[src/rtl/freq_meas_scheduler.sv]
// Sequencer for one shared gated pulse counter serving four channels:
// round-robin select, clear, timed gate, latch+scale to Hz, valid/ready output.
module freq_meas_scheduler #(
    parameter int CLK_FREQ = 20_000_000,
    parameter int CNT_W    = 32
) (
    input  logic             clk,
    input  logic             rst_n,
    input  logic             start,
    input  logic             abort,
    input  logic             cont_mode,
    input  logic [3:0]       ch_en,
    input  logic [1:0]       gate_sel,
    output logic [1:0]       ch_sel,
    output logic             cnt_clr,
    output logic             cnt_en,
    input  logic [CNT_W-1:0] cnt_value,
    output logic             res_valid,
    input  logic             res_ready,
    output logic [1:0]       res_ch,
    output logic [CNT_W-1:0] res_freq,
    output logic             res_ovf,
    output logic             busy
);

    localparam int PW = CNT_W + 10;

    localparam logic [31:0] G0 = 32'(CLK_FREQ);
    localparam logic [31:0] G1 = 32'(CLK_FREQ / 10);
    localparam logic [31:0] G2 = 32'(CLK_FREQ / 100);
    localparam logic [31:0] G3 = 32'(CLK_FREQ / 1000);

    typedef enum logic [2:0] {
        S_IDLE,
        S_SELECT,
        S_CLEAR,
        S_GATE,
        S_LATCH,
        S_OUTPUT
    } state_t;

    state_t      state;
    logic [1:0]  last_ch;
    logic [3:0]  sweep_mask;
    logic [1:0]  gate_r;
    logic [31:0] gate_cnt;

    logic [3:0]  cand;
    logic [2:0]  pick;
    logic [31:0] gate_last;
    logic [9:0]  mult;
    logic [PW-1:0] prod;
    logic        ovf;

    // {found, index}: first set bit of m after position last, wrapping mod 4
    function automatic logic [2:0] rr_pick(input logic [1:0] last,
                                           input logic [3:0] m);
        logic [2:0] r;
        logic [1:0] idx;
        r = '0;
        for (int i = 4; i >= 1; i--) begin
            idx = last + 2'(i);
            if (m[idx]) r = {1'b1, idx};
        end
        return r;
    endfunction

    assign cand = sweep_mask & ch_en;
    assign pick = rr_pick(last_ch, cand);

    always_comb begin
        gate_last = G0 - 32'd1;
        mult      = 10'd1;
        unique case (gate_r)
            2'd0: begin gate_last = G0 - 32'd1; mult = 10'd1;    end
            2'd1: begin gate_last = G1 - 32'd1; mult = 10'd10;   end
            2'd2: begin gate_last = G2 - 32'd1; mult = 10'd100;  end
            2'd3: begin gate_last = G3 - 32'd1; mult = 10'd1000; end
            default: ;
        endcase
    end

    assign prod = PW'(cnt_value) * PW'(mult);
    assign ovf  = |prod[PW-1:CNT_W];

    always_ff @(posedge clk) begin
        if (!rst_n) begin
            state      <= S_IDLE;
            last_ch    <= 2'd3;
            sweep_mask <= '0;
            gate_r     <= '0;
            gate_cnt   <= '0;
            ch_sel     <= '0;
            cnt_clr    <= 1'b0;
            cnt_en     <= 1'b0;
            res_valid  <= 1'b0;
            res_ch     <= '0;
            res_freq   <= '0;
            res_ovf    <= 1'b0;
            busy       <= 1'b0;
        end else if (abort) begin
            state      <= S_IDLE;
            sweep_mask <= '0;
            cnt_clr    <= 1'b0;
            cnt_en     <= 1'b0;
            res_valid  <= 1'b0;
            busy       <= 1'b0;
        end else begin
            unique case (state)
                S_IDLE: begin
                    if (start && |ch_en) begin
                        sweep_mask <= ch_en;
                        state      <= S_SELECT;
                        busy       <= 1'b1;
                    end
                end
                S_SELECT: begin
                    if (pick[2]) begin
                        ch_sel  <= pick[1:0];
                        last_ch <= pick[1:0];
                        gate_r  <= gate_sel;
                        cnt_clr <= 1'b1;
                        state   <= S_CLEAR;
                    end else begin
                        state <= S_IDLE;
                        busy  <= 1'b0;
                    end
                end
                S_CLEAR: begin
                    cnt_clr  <= 1'b0;
                    cnt_en   <= 1'b1;
                    gate_cnt <= '0;
                    state    <= S_GATE;
                end
                S_GATE: begin
                    if (gate_cnt == gate_last) begin
                        cnt_en <= 1'b0;
                        state  <= S_LATCH;
                    end else begin
                        gate_cnt <= gate_cnt + 32'd1;
                    end
                end
                S_LATCH: begin
                    res_ch     <= ch_sel;
                    res_freq   <= ovf ? '1 : prod[CNT_W-1:0];
                    res_ovf    <= ovf;
                    res_valid  <= 1'b1;
                    sweep_mask[ch_sel] <= 1'b0;
                    state      <= S_OUTPUT;
                end
                S_OUTPUT: begin
                    if (res_ready) begin
                        res_valid <= 1'b0;
                        if (|cand) begin
                            state <= S_SELECT;
                        end else if (cont_mode && |ch_en) begin
                            sweep_mask <= ch_en;
                            state      <= S_SELECT;
                        end else begin
                            state <= S_IDLE;
                            busy  <= 1'b0;
                        end
                    end
                end
                default: begin
                    state <= S_IDLE;
                    busy  <= 1'b0;
                end
            endcase
        end
    end

endmodule

[config.mk]
export PLATFORM = sky130hd
export DESIGN_NAME = freq_meas_scheduler
export DESIGN_NICKNAME = d
export VERILOG_FILES = /design/src/rtl/freq_meas_scheduler.sv
export SDC_FILE = /design/constraint.sdc
export NUM_CORES = 1
export LEC_CHECK = 0
export BUFFER_PORTS_ARGS = -buffer_cell sky130_fd_sc_hd__buf_2
export CAP_MARGIN = 20
export CORE_AREA = 8 8 172 174
export DETAILED_ROUTE_END_ITERATION = 10
export DIE_AREA = 0 0 180 182
export PLACE_DENSITY = 0.67
export SLEW_MARGIN = 20
export SYNTH_ARGS = -nofsm -noshare
export SYNTH_HDL_FRONTEND = slang
export SYNTH_SLANG_ARGS = --single-unit
[constraint.sdc]
create_clock -name clk -period 9.81 [get_ports clk]
set_clock_uncertainty 0.1 [all_clocks]
set_input_delay 1.962 -clock clk [delete_from_list [all_inputs] [get_ports clk]]
set_output_delay 1.962 -clock clk [all_outputs]
set_load 0.02 [all_outputs]
==> results.cfg <==
[yosys]
async_reset_ff_share_pct = 0
syn_avg_cell_area_um2 = 8.405
yosys_most_used_dff = sky130_fd_sc_hd__dfxtp_1
yosysUniqueCellTypes = 73
ys_seq_elements = 84
synthDominantAreaCellType = sky130_fd_sc_hd__fa_1
ys_warn_count = 0
yosys-top-cells-area = sky130_fd_sc_hd__fa_1 28%, sky130_fd_sc_hd__dfxtp_1 13%, sky130_fd_sc_hd__ha_1 11%
synth_top_cell_area_share_pct = 28.42
edff_count_synth = 0
syn_nets = 1916
synth.cell_area_um2 = 13170
syn_inst = 1567
synth_sequential_area_ratio_pct = 12.77

[timing]
final_min_period_over_clock_period_pct = 80.46
maxClockFrequency_mhz = 126.7
setup_viol = 0
finalWorstPathRequiredPeriod_ps = 7894
final_critical_path_setup_slack_ps = 1916
grt_setup_unrepaired = false
final.setup.tns_ps = 0
hold_viol = 0
slew_headroom_pct = 43.17
finalMaxSlewViolations = 0
tightestPinTransition_ps = 852.4

[placement]
dp_hpwl_mm = 25.00
final_estimated_routing_congestion_in_global_placement = 0.8927
placement.setup.worst_slack_ps = 1586
buffer_ports.inserted = 84

[detailed_routing]
route.detailed.vias_per_inst = 5.378
num_vias = 10440
drt_pass1_iterations = 6
routed_wl_mm = 30.91
drt_drc_violations_left = 0
wire_per_inst_um = 15.91
drt_iter0_markers = 553
ant_nets = 0

[setup_path]
start_kind = input pin
critical_path_slowest_stage_cell = sky130_fd_sc_hd__fa_1
cpPeakStageDelay_ps = 560
critical_path_s_top_delay_family = adder cells
crit_arrival_ps = 8000
worstReg2RegEnd = res_freq[1]
crit_chain = buf_2, nand2_1, fa_1, inv_1, fa_1, inv_1, fa_1, inv_1, fa_1, inv_1, fa_1, inv_1, ha_1, and2_1, nor2b_1, a21oi_1, o41ai_4, a21oi_2, o41ai_2, xor2_1, nor4_4, buf_4, a21oi_1
worst_r2r_path_depth = 27
worst_ep_required_time_ps = 9920
worst_reg2reg_path_startpoint = gate_r[1]
worst_setup_path_end_kind = register
worstPathBufferInverterCount = 7
reg_to_reg_setup_timing_slack_ps = 2130
worstPathMaxFanout = 33
crit_type = in2reg

[cells_and_area]
area_growth_syn_to_layout_pct = 7.020
final.fill_count = 2503
final_common_cell = sky130_fd_sc_hd__inv_1
finalCoreUtilization_pct = 52.89
layout.nets = 1946
final_layout_size_suffix_gt1_share_pct = 10.12
final_cell_mix = 266 x sky130_fd_sc_hd__inv_1, 214 x sky130_fd_sc_hd__nand2_1, 187 x sky130_fd_sc_hd__fa_1
antenna_cells = 0

[clock_network]
holdBufCountCts = 0
post_cts_setup_bufs = 0
clk_transition_reported_paths_ps = 60
cts.root.buffer_cell = sky130_fd_sc_hd__clkbuf_16
max-clock-path-buffers = 2
cts_tree = built
htree_levels = 3
cts-resized-gates = 0
cts-buffers-inserted = 9
clock_sink_count = 84
clk-insertion-delay-late_ps = 340

[global_routing]
grt_first_pass_wirelength_mm = 53.66
grt_pass1_vias = 10990
grt_start_max_net_pins = 56
grt_antenna_before_repair = 0
globalRouteTotalUtil_pct = 19.64
grt.overflow.total = 0

[floorplan]
core_um2 = 26650
std_cell_rows = 60
die_area_um2 = 32760
io_pins = 85
die_h_um = 182
die_w_um = 180
initial_utilization_pct = 49.42

[power]
power_density_nw_per_um2 = 58.09
max-vdd-ir-drop_v = 0.00008784
total_leakage_power_uw = 0.007153

[run_status]
outcome = completed

[worst_hold_path]
min_path_type = reg2reg
hold_path_endpoint = cnt_clr
startpoint_of_the_most_critical_hold_path = cnt_clr
worstHoldPathCells = 2

[run]
drv_cap = 0
==> synth_stat cells, drive strengths merged (14+ instances only) <==
cell,number
and2,75
nand4,23
dfxtp,84
a21o,15
o21ai,84
nor2,64
xor2,59
nand2,214
inv,266
xnor2,29
nand3,15
a21oi,93
a21boi,14
fa,187
or3,15
clkbuf,60
ha,118
buf,15
==> state kept, by name, summed over array words and instances (netlist names) <==
name        flops
gate_r          2
cnt_clr         1
cnt_en          1
res_ch          2
last_ch         2
sweep_mask      4
ch_sel          2
res_valid       1
state           3
busy            1
gate_cnt       32
res_ovf         1
res_freq       32
==> how the worst max path moves through the flow <==
| stage | cells past startpoint | from | end | slack [ps] |
|---|---|---|---|---|
| after floorplan | 23 | cnt_value[5] | res_freq[31] | 2050 |
| after global placement | 23 | cnt_value[5] | res_freq[2] | 1700 |
| after detailed placement | 23 | cnt_value[5] | res_freq[1] | 1590 |
| after CTS | 23 | cnt_value[5] | res_freq[1] | 1930 |
| after global routing | 23 | cnt_value[7] | res_freq[1] | 1550 |
| final | 23 | cnt_value[5] | res_freq[1] | 1920 |
==> layout make-up <==
cell class / count / area (µm²) / share of cell area (%)
Timing Repair Buffer: 94 / 503.0 / 3.568
Clock inverter: 5 / 61.31 / 0.4349
Multi-Input combinational cell: 1142 / 10190 / 72.26
Sequential cell: 84 / 1682 / 11.93
Tap cell: 341 / 426.7 / 3.027
Clock buffer: 10 / 239.0 / 1.695
Inverter: 266 / 998.5 / 7.083
==> kinds of logic after synthesis <==
| group | Yosys count | synth area share [%] |
|---|---|---|
| multiplexers | 4 | 0.3135 |
| XOR/XNOR | 88 | 5.852 |
| flip-flops | 84 | 12.77 |
| AO/OA/AOI/OAI | 271 | 13.67 |
| buffers and inverters | 341 | 10.06 |
| adder cells (fa/ha/maj) | 313 | 40.24 |
| AND/OR/NAND/NOR | 466 | 17.10 |
==> per-layer routing <==
layer | routed length, µm | track usage, % | up-vias
met5 | 0 | 0 | -
met4 | 733 | 6.002 | 0
met3 | 1193 | 2.635 | 47
met2 | 15990 | 36.19 | 219
met1 | 12990 | 23.41 | 5111
li1 | - | - | 5067
==> where the power goes <==
group | leakage, µW | switching, µW | internal [µW]
clock network | 0.000137 | 140 | 204
logic | 0.00634 | 86.8 | 44.7
registers | 0.000677 | 1.79 | 342
total | 0.00715 | 228 | 590
==> worst register-to-register path: stages (launching register included) <==
cell and delay, ps:
sky130_fd_sc_hd__dfxtp_1 310, sky130_fd_sc_hd__buf_4 370, sky130_fd_sc_hd__inv_1 160, sky130_fd_sc_hd__ha_1 230, sky130_fd_sc_hd__nor2_2 100, sky130_fd_sc_hd__buf_4 380
sky130_fd_sc_hd__nand2_1 170, sky130_fd_sc_hd__fa_1 560, sky130_fd_sc_hd__inv_1 60, sky130_fd_sc_hd__fa_1 500, sky130_fd_sc_hd__inv_1 50, sky130_fd_sc_hd__fa_1 470
sky130_fd_sc_hd__inv_1 50, sky130_fd_sc_hd__fa_1 530, sky130_fd_sc_hd__inv_1 50, sky130_fd_sc_hd__fa_1 530, sky130_fd_sc_hd__inv_1 40, sky130_fd_sc_hd__ha_1 350
sky130_fd_sc_hd__and2_1 160, sky130_fd_sc_hd__nor2b_1 130, sky130_fd_sc_hd__a21oi_1 160, sky130_fd_sc_hd__o41ai_4 470, sky130_fd_sc_hd__a21oi_2 160, sky130_fd_sc_hd__o41ai_2 400
sky130_fd_sc_hd__xor2_1 150, sky130_fd_sc_hd__nor4_4 260, sky130_fd_sc_hd__buf_4 480, sky130_fd_sc_hd__a21oi_1 160
==> metrics by stage <==
stage          cells  instance area, µm²  power (µW)  hold WS, ps
4_1_cts         1942               14100       826.6        367.8
6_report        1942               14100       818.9        367.0
2_1_floorplan   1567               13170       441.3        357.8
3_5_place_dp    1927               13800       482.9        356.9
5_1_grt         1942               14100       857.2        396.4
3_3_place_gp    1925               13770       480.5        353.9
Note: power is estimated with default switching activity, not from simulation.
